`src/rtl/pmem_arbiter_if.sv`:
```
`timescale 1ns/1ps
// Bundle of the instruction, data and shared physical-memory line ports.
// A requester raises READ or WRITE and holds address/data until its RESP pulse.
// RESP is a single-cycle completion strobe; there is no separate ready signal.
interface pmem_arbiter_if #(
  parameter int ADDR_W = 32,
  parameter int LINE_W = 256
);
  logic [ADDR_W-1:0] i_addr;
  logic              i_read;
  logic              i_write;
  logic [LINE_W-1:0] i_wdata;
  logic [LINE_W-1:0] i_rdata;
  logic              i_resp;

  logic [ADDR_W-1:0] d_addr;
  logic              d_read;
  logic              d_write;
  logic [LINE_W-1:0] d_wdata;
  logic [LINE_W-1:0] d_rdata;
  logic              d_resp;

  logic [ADDR_W-1:0] p_addr;
  logic              p_read;
  logic              p_write;
  logic [LINE_W-1:0] p_wdata;
  logic [LINE_W-1:0] p_rdata;
  logic              p_resp;

  modport slave (
    input  i_addr, i_read, i_write, i_wdata,
    output i_rdata, i_resp,
    input  d_addr, d_read, d_write, d_wdata,
    output d_rdata, d_resp,
    output p_addr, p_read, p_write, p_wdata,
    input  p_rdata, p_resp
  );

  modport master (
    output i_addr, i_read, i_write, i_wdata,
    input  i_rdata, i_resp,
    output d_addr, d_read, d_write, d_wdata,
    input  d_rdata, d_resp,
    input  p_addr, p_read, p_write, p_wdata,
    output p_rdata, p_resp
  );
endinterface

```
`src/rtl/pmem_arbiter.sv`:
```
`timescale 1ns/1ps
// Round-robin, non-preemptive arbiter sharing one physical memory port between
// the instruction and data line adaptors, with sticky timeout/illegal-strobe flags.
module pmem_arbiter #(
  parameter int ADDR_W      = 32,
  parameter int LINE_W      = 256,
  parameter int TIMEOUT_CYC = 1023
) (
  input  logic            clk,
  input  logic            rst_n,
  pmem_arbiter_if.slave   io_bus,
  output logic            o_gnt_d,
  output logic            o_err_timeout,
  output logic            o_err_rw,
  output logic [1:0]      o_state
);

  localparam logic [1:0] IDLE    = 2'd0;
  localparam logic [1:0] GRANT_I = 2'd1;
  localparam logic [1:0] GRANT_D = 2'd2;

  localparam int               CNT_W   = $clog2(TIMEOUT_CYC + 1);
  localparam logic [CNT_W-1:0] CNT_MAX = CNT_W'(TIMEOUT_CYC);

  logic [1:0]       r_state;
  logic [1:0]       w_next;
  logic             r_last;        // 1 = data was granted last
  logic [CNT_W-1:0] r_cnt;
  logic [CNT_W-1:0] w_cnt_next;
  logic             r_err_to;
  logic             r_err_rw;

  logic w_i_pend, w_d_pend, w_in_grant, w_rw_bad;

  logic [ADDR_W-1:0] w_p_addr;
  logic              w_p_read;
  logic              w_p_write;
  logic [LINE_W-1:0] w_p_wdata;
  logic              w_i_resp;
  logic              w_d_resp;

  assign w_i_pend   = io_bus.i_read | io_bus.i_write;
  assign w_d_pend   = io_bus.d_read | io_bus.d_write;
  assign w_in_grant = (r_state == GRANT_I) || (r_state == GRANT_D);
  assign w_rw_bad   = (io_bus.i_read & io_bus.i_write) | (io_bus.d_read & io_bus.d_write);

  always_comb begin
    w_next = r_state;
    case (r_state)
      IDLE: begin
        if (w_i_pend && w_d_pend) w_next = r_last ? GRANT_I : GRANT_D;
        else if (w_d_pend)        w_next = GRANT_D;
        else if (w_i_pend)        w_next = GRANT_I;
      end
      GRANT_I, GRANT_D: begin
        if (io_bus.p_resp) w_next = IDLE;
      end
      default: w_next = IDLE;
    endcase
  end

  // Counter sits at zero while idle so every grant starts counting from zero.
  always_comb begin
    w_cnt_next = r_cnt;
    if (!w_in_grant)            w_cnt_next = '0;
    else if (r_cnt != CNT_MAX)  w_cnt_next = r_cnt + CNT_W'(1);
  end

  always_ff @(posedge clk or negedge rst_n) begin
    if (!rst_n) begin
      r_state  <= IDLE;
      r_last   <= 1'b0;
      r_cnt    <= '0;
      r_err_to <= 1'b0;
      r_err_rw <= 1'b0;
    end else begin
      r_state <= w_next;
      r_cnt   <= w_cnt_next;
      if (w_in_grant && io_bus.p_resp) r_last <= (r_state == GRANT_D);
      if (w_in_grant && (w_cnt_next == CNT_MAX)) r_err_to <= 1'b1;
      if (w_rw_bad) r_err_rw <= 1'b1;
    end
  end

  // A READ+WRITE collision forwards only the read.
  always_comb begin
    w_p_addr  = '0;
    w_p_read  = 1'b0;
    w_p_write = 1'b0;
    w_p_wdata = '0;
    w_i_resp  = 1'b0;
    w_d_resp  = 1'b0;
    case (r_state)
      GRANT_I: begin
        w_p_addr  = io_bus.i_addr;
        w_p_read  = io_bus.i_read;
        w_p_write = io_bus.i_write & ~io_bus.i_read;
        w_p_wdata = io_bus.i_wdata;
        w_i_resp  = io_bus.p_resp;
      end
      GRANT_D: begin
        w_p_addr  = io_bus.d_addr;
        w_p_read  = io_bus.d_read;
        w_p_write = io_bus.d_write & ~io_bus.d_read;
        w_p_wdata = io_bus.d_wdata;
        w_d_resp  = io_bus.p_resp;
      end
      default: ;
    endcase
  end

  assign io_bus.p_addr  = w_p_addr;
  assign io_bus.p_read  = w_p_read;
  assign io_bus.p_write = w_p_write;
  assign io_bus.p_wdata = w_p_wdata;
  assign io_bus.i_resp  = w_i_resp;
  assign io_bus.d_resp  = w_d_resp;
  assign io_bus.i_rdata = io_bus.p_rdata;
  assign io_bus.d_rdata = io_bus.p_rdata;

  assign o_gnt_d       = (r_state == GRANT_D);
  assign o_err_timeout = r_err_to;
  assign o_err_rw      = r_err_rw;
  assign o_state       = r_state;

endmodule

```
`src/flat_wrapper.sv`:
```
// flat-port wrapper written by rule: the top's interface ports become plain ports
module pmem_arbiter_flat 
#(
  parameter int ADDR_W      = 32,
  parameter int LINE_W      = 256,
  parameter int TIMEOUT_CYC = 1023
)
  (clk, rst_n, o_gnt_d, o_err_timeout, o_err_rw, o_state, io_bus_i_addr, io_bus_i_read, io_bus_i_write, io_bus_i_wdata, io_bus_i_rdata, io_bus_i_resp, io_bus_d_addr, io_bus_d_read, io_bus_d_write, io_bus_d_wdata, io_bus_d_rdata, io_bus_d_resp, io_bus_p_addr, io_bus_p_read, io_bus_p_write, io_bus_p_wdata, io_bus_p_rdata, io_bus_p_resp);
  pmem_arbiter_if #(.ADDR_W(ADDR_W), .LINE_W(LINE_W)) io_bus_i ();
  input  logic clk;
  input  logic rst_n;
  output logic o_gnt_d;
  output logic o_err_timeout;
  output logic o_err_rw;
  output logic [1:0] o_state;
  input wire logic [$bits(io_bus_i.i_addr)-1:0] io_bus_i_addr;
  input wire logic [$bits(io_bus_i.i_read)-1:0] io_bus_i_read;
  input wire logic [$bits(io_bus_i.i_write)-1:0] io_bus_i_write;
  input wire logic [$bits(io_bus_i.i_wdata)-1:0] io_bus_i_wdata;
  output wire logic [$bits(io_bus_i.i_rdata)-1:0] io_bus_i_rdata;
  output wire logic [$bits(io_bus_i.i_resp)-1:0] io_bus_i_resp;
  input wire logic [$bits(io_bus_i.d_addr)-1:0] io_bus_d_addr;
  input wire logic [$bits(io_bus_i.d_read)-1:0] io_bus_d_read;
  input wire logic [$bits(io_bus_i.d_write)-1:0] io_bus_d_write;
  input wire logic [$bits(io_bus_i.d_wdata)-1:0] io_bus_d_wdata;
  output wire logic [$bits(io_bus_i.d_rdata)-1:0] io_bus_d_rdata;
  output wire logic [$bits(io_bus_i.d_resp)-1:0] io_bus_d_resp;
  output wire logic [$bits(io_bus_i.p_addr)-1:0] io_bus_p_addr;
  output wire logic [$bits(io_bus_i.p_read)-1:0] io_bus_p_read;
  output wire logic [$bits(io_bus_i.p_write)-1:0] io_bus_p_write;
  output wire logic [$bits(io_bus_i.p_wdata)-1:0] io_bus_p_wdata;
  input wire logic [$bits(io_bus_i.p_rdata)-1:0] io_bus_p_rdata;
  input wire logic [$bits(io_bus_i.p_resp)-1:0] io_bus_p_resp;
  assign io_bus_i.i_addr = io_bus_i_addr;
  assign io_bus_i.i_read = io_bus_i_read;
  assign io_bus_i.i_write = io_bus_i_write;
  assign io_bus_i.i_wdata = io_bus_i_wdata;
  assign io_bus_i_rdata = io_bus_i.i_rdata;
  assign io_bus_i_resp = io_bus_i.i_resp;
  assign io_bus_i.d_addr = io_bus_d_addr;
  assign io_bus_i.d_read = io_bus_d_read;
  assign io_bus_i.d_write = io_bus_d_write;
  assign io_bus_i.d_wdata = io_bus_d_wdata;
  assign io_bus_d_rdata = io_bus_i.d_rdata;
  assign io_bus_d_resp = io_bus_i.d_resp;
  assign io_bus_p_addr = io_bus_i.p_addr;
  assign io_bus_p_read = io_bus_i.p_read;
  assign io_bus_p_write = io_bus_i.p_write;
  assign io_bus_p_wdata = io_bus_i.p_wdata;
  assign io_bus_i.p_rdata = io_bus_p_rdata;
  assign io_bus_i.p_resp = io_bus_p_resp;
  pmem_arbiter #(.ADDR_W(ADDR_W), .LINE_W(LINE_W), .TIMEOUT_CYC(TIMEOUT_CYC)) u_core (.clk(clk), .rst_n(rst_n), .io_bus(io_bus_i), .o_gnt_d(o_gnt_d), .o_err_timeout(o_err_timeout), .o_err_rw(o_err_rw), .o_state(o_state));
endmodule
```
`config.mk`:
```
export PLATFORM = sky130hd
export DESIGN_NAME = pmem_arbiter_flat
export DESIGN_NICKNAME = d
export VERILOG_FILES = /design/src/rtl/pmem_arbiter_if.sv /design/src/rtl/pmem_arbiter.sv /design/src/flat_wrapper.sv
export SDC_FILE = /design/constraint.sdc
export NUM_CORES = 1
export LEC_CHECK = 0
export CAP_MARGIN = 15
export CORE_AREA = 3 3 634 636
export DETAILED_ROUTE_END_ITERATION = 8
export DIE_AREA = 0 0 637 639
export GPL_TIMING_DRIVEN = 1
export PLACE_DENSITY = 0.3
export SYNTH_ARGS = -nofsm -noshare
export SYNTH_HDL_FRONTEND = slang
export SYNTH_SLANG_ARGS = --single-unit
```
`constraint.sdc`:
```
create_clock -name clk -period 2.5 [get_ports clk]
set_input_delay 0.375 -clock clk [delete_from_list [all_inputs] [get_ports clk]]
set_output_delay 0.375 -clock clk [all_outputs]
set_load 0.005 [all_outputs]
```
==> metrics.cfg, run 1 <==
[drt]
first_iter_violations=854
routed_wl_um=297000
vias_per_cell=1.94
num_vias=13731
antenna_left=0
wl_per_cell_um=42.0
post-route-drc-count=0
first_pass_iters=5

[critical_path]
crit_path_frequent_cell=buf_12
start_kind=register
max_stage_delay_ns=0.38
crit_chain=inv_2 -> buf_6 -> ha_4 -> buf_12 -> buf_16 -> buf_12 -> buf_12 -> buf_16 -> a22oi_2 -> buf_6 -> nor2_4 -> buf_12
reg2reg_to=u_core.o_err_timeout$_DFFE_PN0P_
r2r_start=u_core.o_state[0]$_DFFE_PN0P_
critPathRequiredTime_ns=2.12
cp-end-kind=output port
critPathSlowestCell=dfrtp_1
cp_max_fo=7
r2r_slack_ns=0.44
worst-setup-path-type=reg2out
ff2ff_path_depth=8
critical_path_buf_inv_count=9
crit_arrival_ns=2.37
critPathTopFamily=buffers and inverters

[yosys]
ys_top_cells_by_area=buf_4 46%, a22oi_1 26%, nor2_1 13%
syn_nets=2128
yosysWarnings=0
synth_largest_area_cell=buf_4
ys_seq_elements=15
synth.cell_area_um2=8380
syn-instance-count=1285
synth_edf_count=0
async_flop_share_pct=100
post_synth.cell_area_avg_um2=6.52
yosysSeqAreaShare_pct=4.48
ys.flop_type=dfrtp_1
synth_cell_type_count=42
yosysTopAreaCellShare_pct=45.9

[die]
row_count=231
ios=1648
die_h_um=639
core_um2=396000
die_w_um=637
die_area_um2=407000
start_util_pct=2.12

[power_and_ir_drop]
p_total_mw=28.1
irDropWorstVdd_mv=0.577
power.density_nw_per_um2=1100
power_switching_mw=15.3
seqPwrFrac_pct=1.2
p_int_mw=12.8
pwr-share-clk_pct=1.2
power_frac_comb_pct=97.7
total_leakage_power_nw=8.09
switching_share_pct=54.6

[grt]
grt_pass1_vias=12986
grt_pass1_wl_um=320000
overflow=0
antenna_found_initial=257
grt_use_total_pct=13.6
grt_max_degree=45

[sta]
clock_skew_ns=0.00269
fin_crit_sh_pct=110
finalHoldViolations=0
period_minus_slack_ns=2.74
timing.hold.ws_ns=0.493
grt_setup_unrepaired=yes
fmax_ghz=0.364
maxSlewViolCount=0
worst_slack_ns=-0.245
slew_headroom_pct=48.2
worstMarginPinSlew_ns=0.775
setup_viol=115

[clock_network]
htreeDepth=1
cts_hold_buf=0
cts.sinks=15
cts.clk_slew.worst_paths_ns=0.05
root_buffer=clkbuf_16
tritoncts=done
clk_path_buf_depth=2
clock_latency_ns=0.25
cts_buffers=3

[run]
max_cap_viol_count=0

[placement]
routabilityCongestion=0.971
place_ws_ns=-0.297
postPlaceCellArea_um2=21700
post-dp-hpwl_um=271000
io_buffer_count=879

[worst_hold_path]
worstHoldPathCells=1
hold_class=reg2reg
hp-start=u_core.o_err_timeout$_DFFE_PN0P_
hold_end=u_core.o_err_timeout$_DFFE_PN0P_

[status]
outcome=finished with violations
violations=negative setup slack

[cells_and_area]
syn_to_final_growth_pct=205
final_area_um2=25600
finish.net_count=2641
layout-drive-gt1-share_pct=43.1

## state kept, by name (all words and copies together), names as in the netlist
name,cells
u_core.r_cnt,10
u_core.o_state,2
u_core.o_err_rw,1
u_core.o_err_timeout,1
u_core.r_last,1
## cells in the mapped netlist, types with 2 or more instances
cell	n
and2_1	3
buf_4	513
and2_4	2
a21oi_1	8
nor2_1	301
nand4_1	3
o32ai_1	2
o21ai_0	6
clkbuf_1	97
inv_1	2
dfrtp_1	15
and3_1	3
a22oi_1	289
nand2_1	9
ha_1	4
nand3b_1	2
## cells by family after synthesis
logic type,share of synthesized area (%)
buffers and inverters,50.5
xor gates and xnor gates,0.209
muxes,0.433
adders and majority gates,0.597
DFF,4.48
and+or+nand+nor,15.9
AOI/OAI and AO/OA,28.0
## through the flow
| step | cells | util [%] | setup TNS, ns |
|---|---|---|---|
| floorplan | 1285 | - | 0 |
| global placement | 6927 | 5.48 | -6.47 |
| detailed placement | 6927 | 5.48 | -5.29 |
| CTS | 6981 | 5.89 | -18.56 |
| global route | 7046 | 6.44 | -14.64 |
| finish | 7069 | 6.45 | -7.51 |
## timing repair
item                                    4_1_cts  5_1_grt
cloned                                       12       25
pin swaps                                    44      133
resized for setup                           336      420
endpoints found under the setup margin      273      251
buffers inserted                             40       44
## placed cells by master (no fill, tap or decap), drive strengths merged, types with 2 or more instances in the layout
master / count
dlygate4sd2: 25
clkdlybuf4s15: 10
mux2: 2
and3: 4
clkbuf: 41
a22oi: 289
nor2: 301
and4: 2
clkdlybuf4s50: 587
a21oi: 8
ha: 4
nand3b: 2
o21ai: 7
nand4: 3
nand2: 9
dfrtp: 15
buf: 408
diode: 30
dlymetal6s2s: 49
and2: 5
o32ai: 2
inv: 5
## metal layers
metal	up-vias	global-route usage (%)	part of all wire, %
li1	4987	-	-
met1	6026	9.90	25
met2	2001	24.4	50
met3	629	13.2	21
met4	88	3.55	3.9
met5	-	1.26	0.43
## area by class of cell
cell class                      count  area [um2]
Fill cell                       46547      371000
Timing Repair Buffer             1116       13000
Clock buffer                        4        78.8
Sequential cell                    15         375
Antenna cell                       30        75.1
Timing Repair inverter              3        33.8
Inverter                            3        37.5
Tap cell                         5242        6560
Multi-Input combinational cell    656        5410
## power by group through the flow
stage	Combinational (mW)	Sequential [mW]	Clock, mW
2_1_floorplan	5.55	0.315	0
3_3_place_gp	19.9	0.323	0
3_5_place_dp	19.9	0.322	0
4_1_cts	22.9	0.321	0.332
5_1_grt	28.8	0.328	0.345
6_report	27.4	0.324	0.327
## how the worst max path moves through the flow
| stage | cells after the start | slack, ns | start | endpoint |
|---|---|---|---|---|
| 5_1_grt | 12 | -0.25 | u_core.o_state[0]$_DFFE_PN0P_ | io_bus_p_wdata[9] |
| 2_1_floorplan | 7 | 0.48 | u_core.o_state[0]$_DFFE_PN0P_ | io_bus_p_wdata[100] |
| 3_3_place_gp | 8 | -0.32 | u_core.o_state[0]$_DFFE_PN0P_ | io_bus_p_wdata[237] |
| 3_5_place_dp | 8 | -0.30 | u_core.o_state[0]$_DFFE_PN0P_ | io_bus_p_wdata[237] |
| 6_report | 12 | -0.24 | u_core.o_state[0]$_DFFE_PN0P_ | io_bus_p_wdata[9] |
| 4_1_cts | 9 | -0.27 | u_core.o_state[0]$_DFFE_PN0P_ | io_bus_p_wdata[237] |
No activity file was read; power rests on OpenSTA's default activity.
==> run 2, diff against run 1 <==
- MAX_ROUTING_LAYER: unset -> met4
==> run 2 against run 1 <==
Worst setup slack worse by 0.019 ns. The flow still finishes with violations (negative setup slack). Via count grew 0.68%. Critical endpoint unchanged. Fmax decreased by 0.70%. Cell count grew 0.55%. Register-to-register slack about the same. Largest cell class unchanged. Clock skew increased by 0.0013 ns.
==> metrics.cfg, run 2 (synthesized netlist as in run 1, its figures left out) <==
[drt]
antenna_left=0
first_iter_violations=854
vias_per_cell=1.94
routed_wl_um=296000
num_vias=13825
first_pass_iters=7
wl_per_cell_um=41.6
post-route-drc-count=0

[cells_and_area]
finish.net_count=2651
top_register=u_core.r_cnt
layout_common_cells=587 x clkdlybuf4s50_1, 180 x a22oi_2, 150 x nor2_1, 150 x buf_4, 144 x buf_12
layout-drive-gt1-share_pct=45.5
num-fill-cells=46530
layout_commonest_cell=clkdlybuf4s50_1
final_util_pct=6.50
largest_reg_flops=10
syn_to_final_growth_pct=207

[placement]
io_buffer_count=879
post-dp-hpwl_um=271000
routabilityCongestion=0.989

[clock_network]
htreeDepth=1
clk_path_buf_depth=2
cts.clk_slew.worst_paths_ns=0.05
root_buffer=clkbuf_16
clock_latency_ns=0.25
tritoncts=done
cts_buffers=3
cts_hold_buf=0
cts.sinks=15

[grt]
busiest_layer=met2
grt_max_degree=45
grtUsageMet1_pct=10.0
antenna_found_initial=250
overflow=0
met3_usage_pct=13.0
grt_pass1_wl_um=319000
use_met2_pct=24.3
grt_use_total_pct=14.0
grt_pass1_vias=13011

[power_and_ir_drop]
irDropWorstVdd_mv=0.609
total_leakage_power_nw=8.15
power.density_nw_per_um2=1090

[sta]
slew_headroom_pct=47.9
timing.hold.ws_ns=0.492
fin_crit_sh_pct=111
fmax_ghz=0.362
finalHoldViolations=0
period_minus_slack_ns=2.76
setup_viol=130
clock_skew_ns=0.00398
grt_setup_unrepaired=yes
worst_slack_ns=-0.264
maxSlewViolCount=0
worstMarginPinSlew_ns=0.779

[critical_path]
cp-end-kind=output port
start_kind=register
reg2reg_to=u_core.o_err_timeout$_DFFE_PN0P_
ff2ff_path_depth=8
r2r_start=u_core.o_state[0]$_DFFE_PN0P_
critPathRequiredTime_ns=2.12
crit_arrival_ns=2.39
worst-setup-path-type=reg2out
cp_max_fo=7
r2r_slack_ns=0.44

[worst_hold_path]
worstHoldPathCells=1
hp-start=u_core.o_err_timeout$_DFFE_PN0P_
hold_class=reg2reg
hold_end=u_core.o_err_timeout$_DFFE_PN0P_

[die]
core_um2=396000
die_h_um=639
ios=1648
row_count=231
die_w_um=637
die_area_um2=407000
start_util_pct=2.12

[status]
outcome=finished with violations
violations=negative setup slack

[run]
max_cap_viol_count=0

run 2: cell types whose count changed in the layout (fill, tap and decap cells not counted), sizes merged:
cell / previous run / this run
buf: 408 / 416
clkbuf: 41 / 59
clkdlybuf4s15: 10 / 2
diode: 30 / 59
dlygate4sd2: 25 / 17
run 2: where the power goes:
part	switching, mW	internal (mW)
registers	0.0435	0.281
logic	15.1	12.4
clock network	0.112	0.217
total	15.2	12.9
run 2: cell type report:
cell class              instances  area (um2)  share of cell area [%]
repair buffers               1126       13100                    50.8
well taps                    5242        6560                    25.5
multi-input cells             656        5440                    21.1
flip-flops and latches         15         375                    1.46
diodes                         59         148                   0.573
clock buffers                   4        78.8                   0.306
inverters                       3        37.5                   0.146
repair inverters                3        33.8                   0.131
run 2: routing by layer:
layer | routed length, um | share of wire [%] | vias to the layer above
met4 | 12000 | 4.1 | 0
met1 | 76000 | 26 | 6164
met3 | 61200 | 21 | 574
li1 | - | - | 5061
met5 | 0 | 0 | -
met2 | 147000 | 50 | 2026
run 2: worst max path at each step:
stage	slack, ns	start	end
floorplan	0.48	u_core.o_state[0]$_DFFE_PN0P_	io_bus_p_wdata[100]
global route	-0.24	u_core.o_state[0]$_DFFE_PN0P_	io_bus_p_wdata[9]
CTS	-0.27	u_core.o_state[0]$_DFFE_PN0P_	io_bus_p_wdata[237]
finish	-0.26	u_core.o_state[0]$_DFFE_PN0P_	io_bus_p_wdata[9]
global placement	-0.32	u_core.o_state[0]$_DFFE_PN0P_	io_bus_p_wdata[237]
detailed placement	-0.30	u_core.o_state[0]$_DFFE_PN0P_	io_bus_p_wdata[237]
run 2: stage by stage:
step                instance area (um2)  cells  power, mW  worst slack [ns]  TNS, ns
global placement                  21700   6927       20.2            -0.320    -6.47
global route                      25700   7099       29.5            -0.238   -14.32
detailed placement                21700   6927       20.2            -0.297    -5.29
finish                            25800   7108       28.1            -0.264    -8.33
floorplan                          8380   1285       5.87             0.480        0
CTS                               23300   6981       23.5            -0.265   -18.56
run 2: critical path: stages, from the launching register on:
cell,delay [ns]
dfrtp_1,0.38
inv_2,0.06
buf_6,0.11
ha_4,0.17
buf_12,0.14
buf_16,0.15
buf_12,0.14
buf_12,0.13
buf_16,0.13
a22oi_2,0.35
buf_6,0.18
nor2_4,0.04
buf_12,0.12
run 2: timing repair:
action / CTS / global route
resized for setup: 336 / 445
cloned: 12 / 26
pin swaps: 44 / 139
endpoints found under the setup margin: 273 / 251
buffers inserted: 40 / 50
